<file path="src/rtl/biriscv_defs.sv">
// Shared exception encodings and the CSR commit stage payload.
// Latency: n/a (definitions only).
// Backpressure: n/a.
package biriscv_defs;

  localparam int EXCEPTION_W = 6;

  localparam logic [EXCEPTION_W-1:0] EXCEPTION_MISALIGNED_FETCH   = 6'h10;
  localparam logic [EXCEPTION_W-1:0] EXCEPTION_FAULT_FETCH        = 6'h11;
  localparam logic [EXCEPTION_W-1:0] EXCEPTION_ILLEGAL_INSTRUCTION = 6'h12;
  localparam logic [EXCEPTION_W-1:0] EXCEPTION_BREAKPOINT         = 6'h13;
  localparam logic [EXCEPTION_W-1:0] EXCEPTION_MISALIGNED_LOAD    = 6'h14;
  localparam logic [EXCEPTION_W-1:0] EXCEPTION_FAULT_LOAD         = 6'h15;
  localparam logic [EXCEPTION_W-1:0] EXCEPTION_MISALIGNED_STORE   = 6'h16;
  localparam logic [EXCEPTION_W-1:0] EXCEPTION_FAULT_STORE        = 6'h17;
  localparam logic [EXCEPTION_W-1:0] EXCEPTION_ECALL              = 6'h18;
  localparam logic [EXCEPTION_W-1:0] EXCEPTION_ERET_M             = 6'h33;

  // One in-flight CSR/system instruction as it travels E2 -> WB.
  typedef struct packed {
    logic [31:0]            pc;
    logic [4:0]             rd_idx;
    logic [11:0]            csr_addr;
    logic                   csr_wen;
    logic [31:0]            value;
    logic                   write;
    logic [31:0]            wdata;
    logic [EXCEPTION_W-1:0] exception;
    logic [31:0]            exc_addr;
  } csr_stage_t;

endpackage

</file>
<file path="src/rtl/biriscv_csr_pipe_reg.sv">
// Generic valid+payload stage register with hold and kill.
// Latency: 1 cycle from in_* to vld_o/dat_o.
// Backpressure: hold_i freezes the occupant; kill_i drops it and wins over hold_i.
module biriscv_csr_pipe_reg #(
  parameter int W = 1
) (
  input  logic         clk_i,
  input  logic         rst_i,
  input  logic         hold_i,
  input  logic         kill_i,
  input  logic         in_vld_i,
  input  logic [W-1:0] in_dat_i,
  output logic         vld_o,
  output logic [W-1:0] dat_o
);

  logic         vld_q, vld_d;
  logic [W-1:0] dat_q, dat_d;

  // Next state: kill empties the slot, hold keeps it, otherwise take the input.
  always_comb begin
    vld_d = vld_q;
    dat_d = dat_q;
    if (kill_i) begin
      vld_d = 1'b0;
    end else if (!hold_i) begin
      vld_d = in_vld_i;
      dat_d = in_dat_i;
    end
  end

  // Stage flops with synchronous clear of both valid and payload.
  always_ff @(posedge clk_i) begin
    if (rst_i) begin
      vld_q <= 1'b0;
      dat_q <= '0;
    end else begin
      vld_q <= vld_d;
      dat_q <= dat_d;
    end
  end

  assign vld_o = vld_q;
  assign dat_o = dat_q;

endmodule

</file>
<file path="src/rtl/biriscv_csr_commit.sv">
// Carries CSR E1 results through E2 and WB, merges late faults, drives CSR and rd writeback.
// Latency: 2 cycles E1 -> WB outputs with no stall.
// Backpressure: stall_i holds E2/WB and gates commit strobes; squash_i/flush kill the E2 occupant.
module biriscv_csr_commit
  import biriscv_defs::*;
#(
  parameter int EXC_W              = 6,
  parameter bit SUPPORT_LATE_FAULT = 1'b1
) (
  input  logic             clk_i,
  input  logic             rst_i,
  input  logic             e1_valid_i,
  input  logic [31:0]      e1_pc_i,
  input  logic [4:0]       e1_rd_idx_i,
  input  logic [11:0]      e1_csr_addr_i,
  input  logic             e1_csr_wen_i,
  input  logic [31:0]      csr_result_e1_value_i,
  input  logic             csr_result_e1_write_i,
  input  logic [31:0]      csr_result_e1_wdata_i,
  input  logic [EXC_W-1:0] csr_result_e1_exception_i,
  input  logic [EXC_W-1:0] e2_fault_i,
  input  logic [31:0]      e2_fault_addr_i,
  input  logic             stall_i,
  input  logic             squash_i,
  output logic             csr_writeback_write_o,
  output logic [11:0]      csr_writeback_waddr_o,
  output logic [31:0]      csr_writeback_wdata_o,
  output logic [EXC_W-1:0] csr_writeback_exception_o,
  output logic [31:0]      csr_writeback_exception_pc_o,
  output logic [31:0]      csr_writeback_exception_addr_o,
  output logic             rd_wb_valid_o,
  output logic [4:0]       rd_wb_idx_o,
  output logic [31:0]      rd_wb_value_o,
  output logic             flush_o,
  output logic             busy_o
);

  localparam int STAGE_W = $bits(csr_stage_t);

  csr_stage_t             e1_dat;
  csr_stage_t             e2_dat;
  csr_stage_t             e2_merged;
  csr_stage_t             wb_dat;
  logic                   e2_vld;
  logic                   wb_vld;
  logic                   e2_kill;
  logic                   commit;
  logic                   wb_exc;
  logic                   flush;
  logic                   live;
  logic [EXC_W-1:0]       late_fault;

  // Pack the E1 result; the xtval slot is resolved later at the E2 -> WB merge.
  always_comb begin
    e1_dat           = '0;
    e1_dat.pc        = e1_pc_i;
    e1_dat.rd_idx    = e1_rd_idx_i;
    e1_dat.csr_addr  = e1_csr_addr_i;
    e1_dat.csr_wen   = e1_csr_wen_i;
    e1_dat.value     = csr_result_e1_value_i;
    e1_dat.write     = csr_result_e1_write_i;
    e1_dat.wdata     = csr_result_e1_wdata_i;
    e1_dat.exception = csr_result_e1_exception_i;
  end

  // A WB occupant commits only when the pipe is not stalled; an exception flushes.
  assign commit  = wb_vld & ~stall_i;
  assign wb_exc  = (wb_dat.exception != '0);
  assign flush   = commit & wb_exc;
  // Squash and flush both kill E2; OR-ing them keeps the combined case a single kill.
  assign e2_kill = squash_i | flush;

  biriscv_csr_pipe_reg #(.W(STAGE_W)) u_e2 (
    .clk_i    (clk_i),
    .rst_i    (rst_i),
    .hold_i   (stall_i),
    .kill_i   (e2_kill),
    .in_vld_i (e1_valid_i),
    .in_dat_i (e1_dat),
    .vld_o    (e2_vld),
    .dat_o    (e2_dat)
  );

  // Exception precedence: an early E1 exception beats any late E2 fault.
  always_comb begin
    e2_merged  = e2_dat;
    late_fault = SUPPORT_LATE_FAULT ? e2_fault_i : '0;
    if (e2_dat.exception != '0) begin
      // Illegal instruction reports the faulting opcode carried in value.
      e2_merged.exc_addr = (e2_dat.exception == EXCEPTION_ILLEGAL_INSTRUCTION) ?
                           e2_dat.value : 32'h0;
    end else if (late_fault != '0) begin
      e2_merged.exception = late_fault;
      e2_merged.exc_addr  = e2_fault_addr_i;
    end else begin
      e2_merged.exc_addr = 32'h0;
    end
  end

  // A killed E2 occupant never reaches WB.
  biriscv_csr_pipe_reg #(.W(STAGE_W)) u_wb (
    .clk_i    (clk_i),
    .rst_i    (rst_i),
    .hold_i   (stall_i),
    .kill_i   (1'b0),
    .in_vld_i (e2_vld & ~e2_kill),
    .in_dat_i (e2_merged),
    .vld_o    (wb_vld),
    .dat_o    (wb_dat)
  );

  // Outputs are forced low while reset is held so nothing leaks before the clearing edge.
  assign live = ~rst_i;

  assign csr_writeback_write_o          = live & commit & ~wb_exc & wb_dat.csr_wen & wb_dat.write;
  assign csr_writeback_waddr_o          = live ? wb_dat.csr_addr : 12'h0;
  assign csr_writeback_wdata_o          = live ? wb_dat.wdata : 32'h0;
  assign csr_writeback_exception_o      = (live & wb_vld) ? wb_dat.exception : '0;
  assign csr_writeback_exception_pc_o   = live ? wb_dat.pc : 32'h0;
  assign csr_writeback_exception_addr_o = live ? wb_dat.exc_addr : 32'h0;
  assign rd_wb_valid_o                  = live & commit & ~wb_exc & wb_dat.write &
                                          (wb_dat.rd_idx != 5'd0);
  assign rd_wb_idx_o                    = live ? wb_dat.rd_idx : 5'd0;
  assign rd_wb_value_o                  = live ? wb_dat.value : 32'h0;
  assign flush_o                        = live & flush;
  assign busy_o                         = live & (e2_vld | wb_vld);

endmodule

</file>
<file path="config.mk">
export PLATFORM = sky130hd
export DESIGN_NAME = biriscv_csr_commit
export DESIGN_NICKNAME = d
export VERILOG_FILES = /design/src/rtl/biriscv_defs.sv /design/src/rtl/biriscv_csr_pipe_reg.sv /design/src/rtl/biriscv_csr_commit.sv
export SDC_FILE = /design/constraint.sdc
export NUM_CORES = 1
export LEC_CHECK = 0
export ABC_AREA = 1
export BUFFER_PORTS_ARGS = -buffer_cell sky130_fd_sc_hd__buf_2
export CORE_MARGIN = 1
export CORE_UTILIZATION = 58
export DETAILED_ROUTE_END_ITERATION = 7
export MAX_ROUTING_LAYER = met4
export PLACE_DENSITY = 0.86
export SKIP_CTS_REPAIR_TIMING = 1
export SLEW_MARGIN = 25
export SYNTH_ARGS = -nofsm -noshare
export SYNTH_HDL_FRONTEND = slang
export SYNTH_SLANG_ARGS = --single-unit
</file>
<file path="constraint.sdc">
create_clock -name clk_i -period 2.4 [get_ports clk_i]
set_input_delay 0.12 -clock clk_i [delete_from_list [all_inputs] [get_ports clk_i]]
set_output_delay 0.12 -clock clk_i [all_outputs]
set_load 0.01 [all_outputs]
</file>
# After elaboration in Yosys (flattened, before gate mapping)
# Index checks and enable logic that the tools add are counted.
[totals]
input_bits = 164
output_inout_bits = 155
register_bits = 276
[op_classes]
n_bitwise = 18
eq_ne = 1
mux = 12
reduce_logical = 6
[ops]
columns = ["cell", "count"]
rows = [
  ["32-bit two-way mux", 7],
  ["6-bit two-way mux", 3],
  ["6-bit nonzero test", 3],
  ["1-bit bitwise AND", 12],
  ["12-bit two-way mux", 1],
  ["6-bit by 5-bit == test with 1-bit output (second input constant)", 1],
  ["5-bit two-way mux", 1],
  ["5-bit nonzero test", 1],
  ["1-bit inverter", 4],
  ["1-bit bitwise OR", 2],
  ["2-bit AND reduction", 1],
  ["2-bit OR reduction", 1],
]

# Logic depth before layout (Yosys ltp)
[depth]
ltp_word = 6
ltp_mapped = 9

# Cells and area by module
# From an unflattened synthesis, not the netlist that was laid out.
[hier_totals]
hier_cells = 2436
hier_area_um2 = 14490.1
[by_module_without_submodules]
columns = ["module", "instances", "area_each_um2", "cells_each"]
rows = [
  ["biriscv_csr_pipe_reg", 2, 6214.7, 975],
  ["biriscv_csr_commit", 1, 2060.7, 486],
]

# Worst setup path after synthesis
# No wires, ideal clock.
[synth_path]
path_kind = "register to register"
startpoint = "register u_wb.dat_q[34], in the netlist u_wb.dat_o[34]"
endpoint = "register u_e2.dat_q[143], in the netlist u_e2.dat_o[143]"
stages_incl_launch_ff = 9
path_buffers = 2
required_time_ns = 2.290
synth_period_minus_slack_ns = 1.253
setup_time_ns = 0.110
setup_slack_ns = 1.147
arrival_ns = 1.143
cell_sequence = "dfxtp_1 nor2_1 nand3_1 nand2_2 buf_2 buf_2 nand4_1 nand2_1 nor2_1"
[synth_via]
elab_chain_len = 5
[synth_rtl]
columns = ["item", "line_no", "text"]
rows = [
  ["start, declared", "biriscv_csr_pipe_reg.sv:18", "logic [W-1:0] dat_q, dat_d;"],
  ["start signal, assigned", "biriscv_csr_pipe_reg.sv:39", "dat_q <= dat_d;"],
  ["6-bit nonzero test", "biriscv_csr_commit.sv:68", "assign wb_exc = (wb_dat.exception != '0);"],
  ["1-bit bitwise AND", "biriscv_csr_commit.sv:69", "assign flush = commit & wb_exc;"],
  ["1-bit bitwise OR", "biriscv_csr_commit.sv:71", "assign e2_kill = squash_i | flush;"],
  ["1-bit inverter (no source line)", "-", ""],
  ["2-bit AND reduction (no source line)", "-", ""],
  ["end signal, assigned", "biriscv_csr_pipe_reg.sv:39", ""],
  ["end, declared", "biriscv_csr_pipe_reg.sv:18", ""],
]
# No other way between the ends.
# A chain may end at the register's enable or synchronous reset.

# Worst setup path in the final report
[layout_path]
startpoint = "input port stall_i"
endpoint = "output port rd_wb_valid_o"
[layout_via]
elab_chain_len = 6
[layout_rtl]
columns = ["item", "line_no", "text"]
rows = [
  ["start, declared", "biriscv_csr_commit.sv:23", "input logic stall_i,"],
  ["1-bit inverter (no source line)", "-", ""],
  ["1-bit bitwise AND", "biriscv_csr_commit.sv:67", "assign commit = wb_vld & ~stall_i;"],
  ["1-bit bitwise AND (4 in series)", "biriscv_csr_commit.sv:121", "assign rd_wb_valid_o = live & commit & ~wb_exc & wb_dat.write &"],
  ["end, declared", "biriscv_csr_commit.sv:31", "output logic rd_wb_valid_o,"],
]
# No other way between the ends.

==> out/metrics.yaml <==
yosysUniqueCellTypes: 22
drive_above_1_share_pct: 18.87
grt_pass1_wl_mm: 52.58
min_path_type: "input port to register"
synthesis.instances: 1981
synth_fp_nets: 2145
rsz0062_at_grt: "false"
p_leak_nw: 8.749
ys_seq_elements: 276
synthTopCellsByArea: "dfxtp_1, inv_1, nor2_1"
seq_power_share_pct: 45.8
cts_root_buf: "clkbuf_16"
yosysTopAreaCell: "dfxtp_1"
cp.required_ps: 2280
antenna_found_initial: 1
min_period_over_period_pct: 86.67
h-tree-depth: 1
drc: 0
slew_viol_final: 0
clkLatencyLatePin_ps: 540
first_pass_iters: 6
finalCriticalPeriod_ps: 2080
finalSetupTns_ps: 0
synthArstFlopShare_pct: 0
relSlewSlack_pct: 42.98
yosysMostFrequentCell: "inv_1"
synth_common_cells: "inv_1, nor2_1, dfxtp_1"
clock-sinks: 276
yosysWarnings: 0
final.fill_count: 1505
finalWorstSetupSlack_ps: 319.8
start_util_pct: 58.97
die_area_mm2: 0.02272
combPwrFrac_pct: 15.6
worstMarginPinSlew_ps: 855.2
place_congestion: 0.8071
nets: 2505
cts_tree: "done"
synth.yosys.seq_area_share_pct: 43.07
multi_input_area_mm2: 0.004732
wl_per_cell_um: 14.59
p_per_area_mw_per_mm2: 659.7
seq_area_mm2: 0.005525
cp_max_fo: 72
fmax_mhz: 480.7
vdd_drop_max_v: 0.0006051
cts_max_path_buffers: 3
worstPathArrival_ps: 1960
worstSetupStartpoint: "stall_i"
ant_nets: 0
syn_area_per_cell_um2: 6.476
r2r_start: "u_wb.dat_o[37]"
syn_to_final_growth_pct: 29.67
hold_violations: 22
grt_max_degree: 226
core_mm2: 0.02176
grt_use_total_pct: 29.19
path_class: "input port to output pin"
viasPerCell: 5.185
die_height_um: 150.7
min_from: "csr_result_e1_exception_i[4]"
status: "complete, but fails checks"
setup_viol: 0
holdWs_ps: -79.20
io_buffer_count: 318
finClkSkew_ps: 15.79
row_count: 54
dp_slack_ps: 610.0
cts_buffers: 29
fp.dieW_um: 150.7
violations: "negative hold slack"
via_count: 13690
first_iter_violations: 1214
grt_pass1_vias: 11150
clkPwrFrac_pct: 38.6
reg2reg_slack_ps: 610
clk_pin_slew_ps: 60
grt-ovfl-total: 0
netlist_area_mm2: 0.01283
p_sw_w: 0.002971
startpoint_type: "input port"
swShare_pct: 27.07
hpwl_mm: 20.62
finalWirelength_mm: 38.52
synth_edf_count: 0
intPower_w: 0.008004
synth_top_cell_area_share_pct: 43.07
worst_setup_path_end_kind: "output pin"
pin_count: 319
yosys_most_used_dff: "dfxtp_1"
maxCapViolCount: 0
-- area by class of cell --
type	instances	share of cell area (%)
Inverter	520	11.79
Multi-Input combinational cell	1043	28.44
Clock inverter	9	0.4738
Timing Repair Buffer	471	19.11
Sequential cell	276	33.21
Clock buffer	39	4.829
Tap cell	280	2.106
Antenna cell	2	0.03008
-- per-stage QoR --
stage	power (W)	std cells	util [%]	cell area (µm²)
floorplan	0.006107	1981	-	12830
global placement	0.006524	2453	66.09	14380
detailed placement	0.006575	2453	66.09	14380
CTS	0.01075	2501	70.14	15260
global route	0.01142	2639	76.46	16630
finish	0.01098	2640	76.47	16640
-- layout by cell type, fill, tap and decap left out, types with 2 or more instances in the layout --
cell,netlist,final
nand3_1,35,35
nor2_1,284,283
o21ai_1,30,30
clkbuf_1,88,6
clkinv_2,0,5
diode_2,0,2
inv_2,63,62
buf_2,28,316
inv_1,455,455
clkinvlp_4,0,2
o21ai_0,155,155
a31oi_1,6,6
buf_4,0,10
buf_12,0,7
nand4_1,121,121
clkbuf_8,0,4
inv_4,0,2
nand2_1,257,257
clkbuf_16,0,29
dlygate4sd3_1,0,137
a21oi_1,149,149
dfxtp_1,276,276
-- critical path, stage by stage --
cell	delay, ps
dlygate4sd3_1	550
buf_6	150
buf_4	550
nor2_1	140
nand3b_1	190
a21oi_1	90
buf_2	160
-- power by group through the flow --
stage | sequential [W] | combinational [W] | clock [W]
floorplan | 0.00508 | 0.00103 | 0
global placement | 0.00510 | 0.00143 | 0
detailed placement | 0.00511 | 0.00146 | 0
global route | 0.00505 | 0.00190 | 0.00446
CTS | 0.00502 | 0.00148 | 0.00426
finish | 0.00503 | 0.00171 | 0.00424
-- flip-flops by register name (all words and copies together), names as in the netlist --
name        flops
u_wb.vld_o      1
u_wb.dat_o    153
u_e2.dat_o    121
u_e2.vld_o      1
-- final timing paths --
kind | end | cells past startpoint
worst max-delay path | rd_wb_valid_o | 7
worst min register to register | u_wb.dat_o[77] | 2
worst max register to register | u_e2.dat_o[89] | 8
worst min-delay path | u_e2.dat_o[36] | 5
-- kinds of logic after synthesis --
family          Yosys count  synth area share [%]
buf+inv                 662                 20.17
flops                   276                 43.07
simple gates            701                 23.33
compound gates          342                 13.44
-- layer usage --
layer / track usage (%) / part of all wire [%] / up-vias
li1: - / - / 6682
met1: 36.61 / 39 / 6064
met2: 46.56 / 48 / 780
met3: 4.485 / 8.3 / 162
met4: 12.65 / 4.9 / 0
met5: - / 0 / -
Note: power is estimated with default switching activity, not from simulation.
